===== src/rtl/seq_detect_pkg.sv =====
// Shared constants and helpers for the programmable serial pattern detector.
// Optional feature macro used by the top: SEQ_DETECT_MATCH_CNT_EN.
package seq_detect_pkg;

    localparam int MIN_LEN         = 1;
    localparam int DEFAULT_MAX_LEN = 8;

    function automatic int len_w(input int max_len);
        return $clog2(max_len) + 1;
    endfunction

endpackage


===== src/rtl/seq_detect_prog_cmp.sv =====
// Combinational masked comparison of candidate history against the pattern.
// Only the low pat_len bits take part; an out-of-range length never matches.
module seq_match_cmp
    import seq_detect_pkg::*;
#(
    parameter int MAX_LEN = DEFAULT_MAX_LEN,
    parameter int LEN_W   = len_w(MAX_LEN)
) (
    input  logic [MAX_LEN-1:0] i_hist,
    input  logic [MAX_LEN-1:0] i_pattern,
    input  logic [LEN_W-1:0]   i_pat_len,
    output logic               o_match,
    output logic               o_cfg_valid
);

    logic [MAX_LEN-1:0] w_mask;

    always_comb begin
        w_mask = '0;
        for (int i = 0; i < MAX_LEN; i++) begin
            w_mask[i] = (i_pat_len > LEN_W'(i));
        end
    end

    assign o_cfg_valid = (i_pat_len >= LEN_W'(MIN_LEN)) &&
                         (i_pat_len <= LEN_W'(MAX_LEN));

    assign o_match = o_cfg_valid &&
                     (((i_hist ^ i_pattern) & w_mask) == '0);

endmodule


===== src/rtl/seq_detect_prog.sv =====
// Programmable serial pattern detector with overlap control and match pulse.
// Define SEQ_DETECT_MATCH_CNT_EN to build the saturating match counter.
module seq_detect_prog
    import seq_detect_pkg::*;
#(
    parameter int MAX_LEN = DEFAULT_MAX_LEN,
    parameter int LEN_W   = len_w(MAX_LEN),
    parameter int CNT_W   = 8
) (
    input  logic               clk,
    input  logic               reset,
    input  logic               inp_valid,
    input  logic               inp_bit,
    input  logic               clear,
    input  logic [MAX_LEN-1:0] pattern,
    input  logic [LEN_W-1:0]   pat_len,
    input  logic               overlap_en,
    output logic               seq_seen,
    output logic               cfg_err,
    output logic [CNT_W-1:0]   match_count
);

    logic [MAX_LEN-1:0] r_hist;
    logic [LEN_W-1:0]   r_fill;
    logic               r_seen;
    logic               r_err;

    logic [MAX_LEN-1:0] w_hist_shift;
    logic [MAX_LEN-1:0] w_hist_d;
    logic [LEN_W-1:0]   w_fill_d;
    logic [LEN_W:0]     w_fill_inc;
    logic               w_seen_d;
    logic               w_cmp_match;
    logic               w_cfg_valid;
    logic               w_len_ok;
    logic               w_hit;

    assign w_hist_shift = {r_hist[MAX_LEN-2:0], inp_bit};
    assign w_fill_inc   = {1'b0, r_fill} + (LEN_W+1)'(1);
    assign w_len_ok     = (w_fill_inc >= {1'b0, pat_len});

    seq_match_cmp #(
        .MAX_LEN (MAX_LEN),
        .LEN_W   (LEN_W)
    ) u_cmp (
        .i_hist      (w_hist_shift),
        .i_pattern   (pattern),
        .i_pat_len   (pat_len),
        .o_match     (w_cmp_match),
        .o_cfg_valid (w_cfg_valid)
    );

    assign w_hit = inp_valid && w_cmp_match && w_len_ok;

    always_comb begin
        w_hist_d = r_hist;
        w_fill_d = r_fill;
        w_seen_d = 1'b0;
        if (clear) begin
            w_hist_d = '0;
            w_fill_d = '0;
        end else if (inp_valid) begin
            w_hist_d = w_hist_shift;
            w_seen_d = w_hit;
            // Non-overlapping mode restarts the fill so suffix bits are not reused
            if (w_hit && !overlap_en) begin
                w_fill_d = '0;
            end else if (r_fill == LEN_W'(MAX_LEN)) begin
                w_fill_d = r_fill;
            end else begin
                w_fill_d = w_fill_inc[LEN_W-1:0];
            end
        end
    end

    always_ff @(posedge clk) begin
        if (reset) begin
            r_hist <= '0;
            r_fill <= '0;
            r_seen <= 1'b0;
            r_err  <= 1'b0;
        end else begin
            r_hist <= w_hist_d;
            r_fill <= w_fill_d;
            r_seen <= w_seen_d;
            r_err  <= !w_cfg_valid;
        end
    end

    assign seq_seen = r_seen;
    assign cfg_err  = r_err;

`ifdef SEQ_DETECT_MATCH_CNT_EN
    logic [CNT_W-1:0] r_count;
    logic [CNT_W-1:0] w_count_d;

    always_comb begin
        w_count_d = r_count;
        if (clear) begin
            w_count_d = '0;
        end else if (w_seen_d && (r_count != {CNT_W{1'b1}})) begin
            w_count_d = r_count + CNT_W'(1);
        end
    end

    always_ff @(posedge clk) begin
        if (reset) begin
            r_count <= '0;
        end else begin
            r_count <= w_count_d;
        end
    end

    assign match_count = r_count;
`else
    assign match_count = '0;
`endif

endmodule


===== config.mk =====
export PLATFORM = sky130hd
export DESIGN_NAME = seq_detect_prog
export DESIGN_NICKNAME = d
export VERILOG_FILES = /design/src/rtl/seq_detect_pkg.sv /design/src/rtl/seq_detect_prog_cmp.sv /design/src/rtl/seq_detect_prog.sv
export SDC_FILE = /design/constraint.sdc
export NUM_CORES = 1
export LEC_CHECK = 0
export ABC_CLOCK_PERIOD_IN_PS = 2300
export BUFFER_PORTS_ARGS = -buffer_cell sky130_fd_sc_hd__buf_4
export CAP_MARGIN = 0
export CORE_MARGIN = 10
export CORE_UTILIZATION = 50
export CTS_CLUSTER_SIZE = 30
export DETAILED_ROUTE_END_ITERATION = 8
export GPL_ROUTABILITY_DRIVEN = 1
export PLACE_DENSITY = 0.78
export SYNTH_ARGS = -nofsm -noshare
export SYNTH_HDL_FRONTEND = slang
export SYNTH_SLANG_ARGS = --single-unit

===== constraint.sdc =====
create_clock -name clk -period 2.3 [get_ports clk]
set_input_delay 0.115 -clock clk [delete_from_list [all_inputs] [get_ports clk]]
set_output_delay 0.115 -clock clk [all_outputs]
set_load 0.05 [all_outputs]

==> results of run 1 <==
## layout by cell type, fill, tap and decap left out, types with 2 or more instances in the layout
cell / instances
nor2_1: 12
dfxtp_1: 13
o21ai_0: 3
mux2i_1: 7
o21ai_1: 2
nand3_1: 5
ha_1: 6
inv_1: 7
buf_4: 19
o22ai_1: 3
conb_1: 8
nor3_1: 2
clkbuf_4: 3
a21oi_1: 6
nand4_1: 2
xnor2_1: 10
nand2_1: 2
## report_power, final
| group | internal, W | switching [W] | total, W |
|---|---|---|---|
| registers | 0.000228 | 0.00000223 | 0.000230 |
| clock network | 0.0000672 | 0.0000740 | 0.000141 |
| logic | 0.0000475 | 0.0000747 | 0.000122 |
## through the flow
stage	setup WS, ns	util, %	std cells
finish	0.1706	61.88	153
CTS	0.1899	61.88	153
floorplan	0.3721	-	116
global placement	0.3112	59.78	148
detailed placement	0.2165	59.78	148
global route	0.04494	61.88	153
## state kept, by name, indices dropped and copies added (netlist names)
| name | count |
|---|---|
| r_hist | 7 |
| cfg_err | 1 |
| seq_seen | 1 |
| r_fill | 4 |
## routing by layer
metal | track usage [%] | vias up | share of wire, %
met4 | 4.190 | 0 | 1.2
met3 | 3.763 | 2 | 6.2
met5 | 0 | - | 0
met1 | 12.82 | 372 | 47
li1 | - | 405 | -
met2 | 15.77 | 24 | 46
## final cells by class
type	count	share of cell area, %
Tap cell	25	2.927
Clock buffer	4	2.459
Inverter	7	2.459
Multi-Input combinational cell	84	53.51
Timing Repair Buffer	20	14.29
Sequential cell	13	24.36
## kinds of logic (layout without fill, tap and decap cells)
group                    count (synthesis)  in the layout
AO/OA/AOI/OAI                           23             23
buffers and inverters                   19             31
adder cells (fa/ha/maj)                  6              6
XOR/XNOR                                11             11
flip-flops                              13             13
other                                    1              8
multiplexers                             7              7
AND/OR/NAND/NOR                         29             29
## final timing paths
check / endpoint / startpoint / depth (start not counted) / slack (ns)
worst max register to register: r_fill[1] / r_fill[0] / 8 / 0.17
worst min register to register: r_fill[3] / r_fill[3] / 2 / 0.52
worst min-delay path: r_hist[0] / inp_bit / 3 / 0.11
worst max-delay path: r_fill[1] / r_fill[0] / 8 / 0.17
## synth_stat cells
master and instances:
dfxtp_1 13, nor3_1 2, nand3_1 5, nor2_1 12
nand3b_1 1, clkbuf_1 1, a31oi_1 1, buf_4 8
a41oi_1 1, nor4b_1 1, o21ai_0 3, ha_1 6
xnor2_1 10, o21ba_2 1, inv_1 7, buf_2 1
or3b_1 1, o22ai_1 3, nand2b_1 1, o21ai_1 2
nand2_1 2, o211ai_1 1, a21o_1 1, mux2i_1 7
nand4b_1 1, nand4_1 2, a41o_2 1, conb_1 1
o22a_1 1, buf_1 1, or2_2 1, a21oi_1 6
a211oi_1 1, buf_6 1, xor2_1 1, a211oi_2 1
## timing repair
item                                    in CTS  in global routing
hold endpoints to repair                     1                  0
hold buffers                                 1                  0
gates resized for setup                      0                  0
endpoints found under the setup margin       0                  0
## worst max-delay path, delay by kind of cell (launching register included)
| family | cells | cell delay [ns] |
|---|---|---|
| buffers and inverters | 1 | 0.08 |
| adder cells (fa/ha/maj) | 2 | 0.58 |
| AO/OA/AOI/OAI | 5 | 0.97 |
| flip-flops | 1 | 0.41 |
==> flow_summary.json, run 1 <==
{
  "post_synth.cell_area_avg_um2": 8.403,
  "yosysUniqueCellTypes": 36,
  "synthDominantCellAreaShare_pct": 28.42,
  "cp-start-kind": "register",
  "cp_cell_sequence": "inv_1 > ha_1 > ha_1 > a211oi_1 > o21ai_1 > a41o_2 > o22a_1 > o22ai_1",
  "overflow": 0,
  "outcome": "finished clean",
  "postRouteAntennaNets": 0,
  "crit_top_cell": "ha_1",
  "multi_input_area_um2": 571.8,
  "wl_per_cell_um": 12.81,
  "yosys_warnings": 0,
  "p_leak_nw": 0.4658,
  "ys_ff_latch": 13,
  "fin_area_um2": 1069,
  "syn_area_um2": 915.9,
  "io_pins": 28,
  "power_w": 0.0004936,
  "end_kind": "register",
  "setup_tns_ns": 0,
  "dp_hpwl_um": 1580,
  "drtIter0Drc": 48,
  "die_area_um2": 3944,
  "cp.required_ns": 2.50,
  "cts_buffers": 3,
  "htreeDepth": 1,
  "path_class": "register to register",
  "grt_max_degree": 16,
  "grt_pass1_vias": 784,
  "post_cts_buffers": 0,
  "cts_tree": "done",
  "antenna_found_initial": 0,
  "grt_pass1_wl_um": 3463,
  "gp_congestion": 0.9082,
  "fmax_mhz": 469.6,
  "chipHeight_um": 62.80,
  "netlist_instances": 109,
  "num_vias": 803,
  "synthXorXnorAreaFrac_pct": 10.52,
  "clk_pin_slew_ns": 0.08,
  "cts_buffer_depth": 2,
  "cellPowerDensity_nw_per_um2": 462.0,
  "peakVddDrop_uv": 398.2,
  "setup_viol": 0,
  "yosys-top-cells-area": "dfxtp_1, xnor2_1, ha_1",
  "drive_above_1_share_pct": 20.31,
  "synthAdderAreaFrac_pct": 8.197,
  "clock_latency_ns": 0.27,
  "timing.final.crit_share_pct": 92.58,
  "hold-worst-slack_ns": 0.1070,
  "synth_top_family_by_area": "compound AO/OA/AOI/OAI gates",
  "grt.total_usage_pct": 10.37,
  "finalHoldViolCount": 0,
  "rsz0062_at_grt": "no",
  "slowest_delay_ns": 0.41,
  "ff_latch_area_um2": 260.3,
  "via_per_inst": 5.248,
  "yosysSeqAreaShare_pct": 28.42,
  "synthSimpleGateAreaFrac_pct": 15.98,
  "finClkSkew_ns": 0.007168,
  "yosysTopAreaCell": "dfxtp_1",
  "drt-total-wl_um": 1960,
  "fin_crit_ns": 2.129,
  "cts_root_buf": "clkbuf_4",
  "path_max_fanout": 5,
  "arrival_ns": 2.33,
  "clock-sinks": 13,
  "die_w_um": 62.80,
  "synth_mux_area_share_pct": 7.650,
  "maxCapViolCount": 0,
  "layout.nets": 153,
  "port_buffers": 19,
  "area.growth.synth_to_final_pct": 16.67,
  "coreArea_um2": 1727,
  "diodes": 0,
  "critical_path.slowest_cell": "dfxtp_1",
  "synth-compound-area-share_pct": 16.80,
  "rows": 15,
  "hp-class": "primary input to register",
  "route.detailed.drc": 0,
  "fill_cells": 171,
  "start_util_pct": 53.04,
  "dr.pass1.iters": 6,
  "final_max_slew_viol_count": 0,
  "postPlaceCellArea_um2": 1032
}
No activity file was read; power rests on OpenSTA's default activity.
==> run 2, diff against run 1 <==
Settings changed: ABC_AREA set to 1, CORE_UTILIZATION 50 to 51.
==> run 2 against run 1 <==
  * Hold slack gained 0.0061 ns
  * Clock power is essentially flat
  * Die area grew 5.5%
  * Clock skew shrank 0.0054 ns
==> flow_summary.json, run 2 <==
{
  "grt_pass1_wl_um": 3760,
  "outcome": "finished clean",
  "ys.flop_type": "dfxtp_1",
  "cp.required_ns": 2.51,
  "cts_buffers": 3,
  "clock_latency_ns": 0.27,
  "area.growth.synth_to_final_pct": 17.22,
  "chipHeight_um": 64.50,
  "yosysSeqAreaShare_pct": 25.77,
  "port_buffers": 19,
  "path_class": "register to register",
  "synth-compound-area-share_pct": 8.922,
  "overflow": 0,
  "peakVddDrop_uv": 440.3,
  "dr.pass1.iters": 4,
  "clk_pin_slew_ns": 0.08,
  "route.detailed.drc": 0,
  "layout_common_cells": "nand2_1, inv_1, buf_4, dfxtp_1, nor2_1",
  "ctsResizeCount": 0,
  "power.share.combinational_pct": 29.5,
  "dp_hpwl_um": 1916,
  "relSlewSlack_pct": 65.24,
  "end_kind": "register",
  "timing.final.crit_share_pct": 90.26,
  "power_w": 0.0005379,
  "cellPowerDensity_nw_per_um2": 454.4,
  "synthSimpleGateAreaFrac_pct": 36.93,
  "finalHoldViolCount": 0,
  "via_per_inst": 4.695,
  "yosys_warnings": 0,
  "fin_crit_ns": 2.076,
  "netlist_instances": 151,
  "p_int_w": 0.0003555,
  "reg.largest.list": "r_hist (7), r_fill (4)",
  "num_vias": 939,
  "setup_tns_ns": 0,
  "switching_share_pct": 33.91,
  "synth-async-reset-ratio_pct": 0,
  "grt_max_degree": 17,
  "grt_pass1_vias": 917,
  "arrival_ns": 2.29,
  "cts_tree": "done",
  "finClkSkew_ns": 0.001798,
  "p_leak_nw": 0.6102,
  "rows": 16,
  "synthAdderAreaFrac_pct": 7.435,
  "layout.nets": 198,
  "die_area_um2": 4160,
  "hp-class": "primary input to register",
  "drtIter0Drc": 27,
  "rsz0062_at_grt": "no",
  "cts_buffer_depth": 2,
  "synthDominantCellAreaShare_pct": 25.77,
  "post_cts_buffers": 0,
  "synthXorXnorAreaFrac_pct": 5.204,
  "setup_viol": 0,
  "grt.total_usage_pct": 11.03,
  "gp_congestion": 0.9427,
  "post_synth.cell_area_avg_um2": 6.687,
  "final_max_slew_viol_count": 0,
  "ff_latch_area_um2": 260.3,
  "postRouteAntennaNets": 0,
  "synth_mux_area_share_pct": 0,
  "fmax_mhz": 481.7,
  "drt-total-wl_um": 2243,
  "yosysUniqueCellTypes": 24,
  "clkPwrFrac_pct": 26.2,
  "worst_pin_slew_ns": 0.5194,
  "yosys-top-cells-area": "dfxtp_1, nand2_1, inv_1",
  "fill_cells": 194,
  "clock-sinks": 13,
  "yosysTopAreaCell": "dfxtp_1",
  "cp-start-kind": "register",
  "largest_reg_flops": 7,
  "drive_above_1_share_pct": 19.65,
  "pwr-share-seq_pct": 44.3,
  "syn_area_um2": 1010,
  "synth_top_family_by_area": "simple AND/OR/NAND/NOR gates",
  "cts_root_buf": "clkbuf_4",
  "die_w_um": 64.50,
  "power.switching_w": 0.0001824,
  "path_max_fanout": 5,
  "ys_ff_latch": 13,
  "maxCapViolCount": 0,
  "final_common_cell": "nand2_1",
  "synth-edff-count": 0,
  "diodes": 0,
  "coreArea_um2": 1922,
  "regMostFlops": "r_hist",
  "htreeDepth": 1,
  "antenna_found_initial": 0,
  "multi_input_area_um2": 620.6,
  "hold_buffers": 1,
  "start_util_pct": 52.54,
  "io_pins": 28,
  "yosysMostFrequentCell": "nand2_1",
  "synth_commonest_cells": "nand2_1, inv_1, dfxtp_1",
  "wl_per_cell_um": 11.22
}
run 2: cell count changes in the layout (fill, tap and decap cells not counted), moves of 5 or more:
cell and delta:
mux2i_1 -7, a21oi_1 +5, xor2_1 +5, nand2_1 +37, nand3_1 +5, xnor2_1 -10, inv_1 +15
run 2: path summary, 6_finish.rpt:
check | from | end | slack, ns | cells past startpoint
max | r_fill[0] | r_fill[1] | 0.22 | 12
min | inp_bit | r_hist[0] | 0.11 | 3
max reg2reg | r_fill[0] | r_fill[1] | 0.22 | 12
min reg2reg | r_hist[1] | r_hist[1] | 0.49 | 2
run 2: logic make-up (layout without fill, tap and decap cells):
group,count (synthesis),after routing
and+or+nand+nor,74,74
buffers and inverters,33,48
AOI/OAI and AO/OA,18,18
DFF,13,13
adders and majority gates,6,6
xor gates and xnor gates,6,6
other,1,8
run 2: power groups by stage:
stage / sequential (W) / combinational, W / clock (W)
after global placement: 0.000243 / 0.000153 / 0
after floorplan: 0.000246 / 0.000118 / 0
after global routing: 0.000239 / 0.000175 / 0.000160
after CTS: 0.000238 / 0.000159 / 0.000145
final: 0.000238 / 0.000159 / 0.000141
after detailed placement: 0.000244 / 0.000157 / 0
run 2: layout make-up:
class | count | area share (%)
multi-input cells | 112 | 52.43
inverters | 24 | 7.611
repair buffers | 20 | 12.90
flip-flops and latches | 13 | 21.99
clock buffers | 4 | 2.220
well taps | 27 | 2.854
run 2: worst max-delay path, cell delays in order (launching register included):
cell and delay, ns:
dfxtp_1 0.40, ha_1 0.23, xor2_1 0.25, ha_1 0.31, nand2_1 0.09, nand2_1 0.05, nand3_1 0.08, nand4_2 0.15
nand4_4 0.16, nand2_1 0.07, nand3_1 0.08, nand2_1 0.05, nor2_1 0.11
run 2: routing by layer:
layer	vias to the layer above	track usage (%)	part of all wire, %
li1	500	-	-
met1	411	10.63	37
met2	25	20.32	54
met3	3	5.498	8.0
met4	0	2.941	0.36
met5	-	0	0
run 2: metrics by stage:
stage	instance area (um^2)	utilization, %	setup WS, ns	std cells	hold WS, ns
floorplan	1036	-	0.4771	158	0.1869
global placement	1147	59.70	0.3099	195	0.2826
detailed placement	1147	59.70	0.2307	195	0.2868
CTS	1184	61.59	0.2193	200	0.1096
global route	1184	61.59	0.02874	200	0.1129
finish	1184	61.59	0.2241	200	0.1131
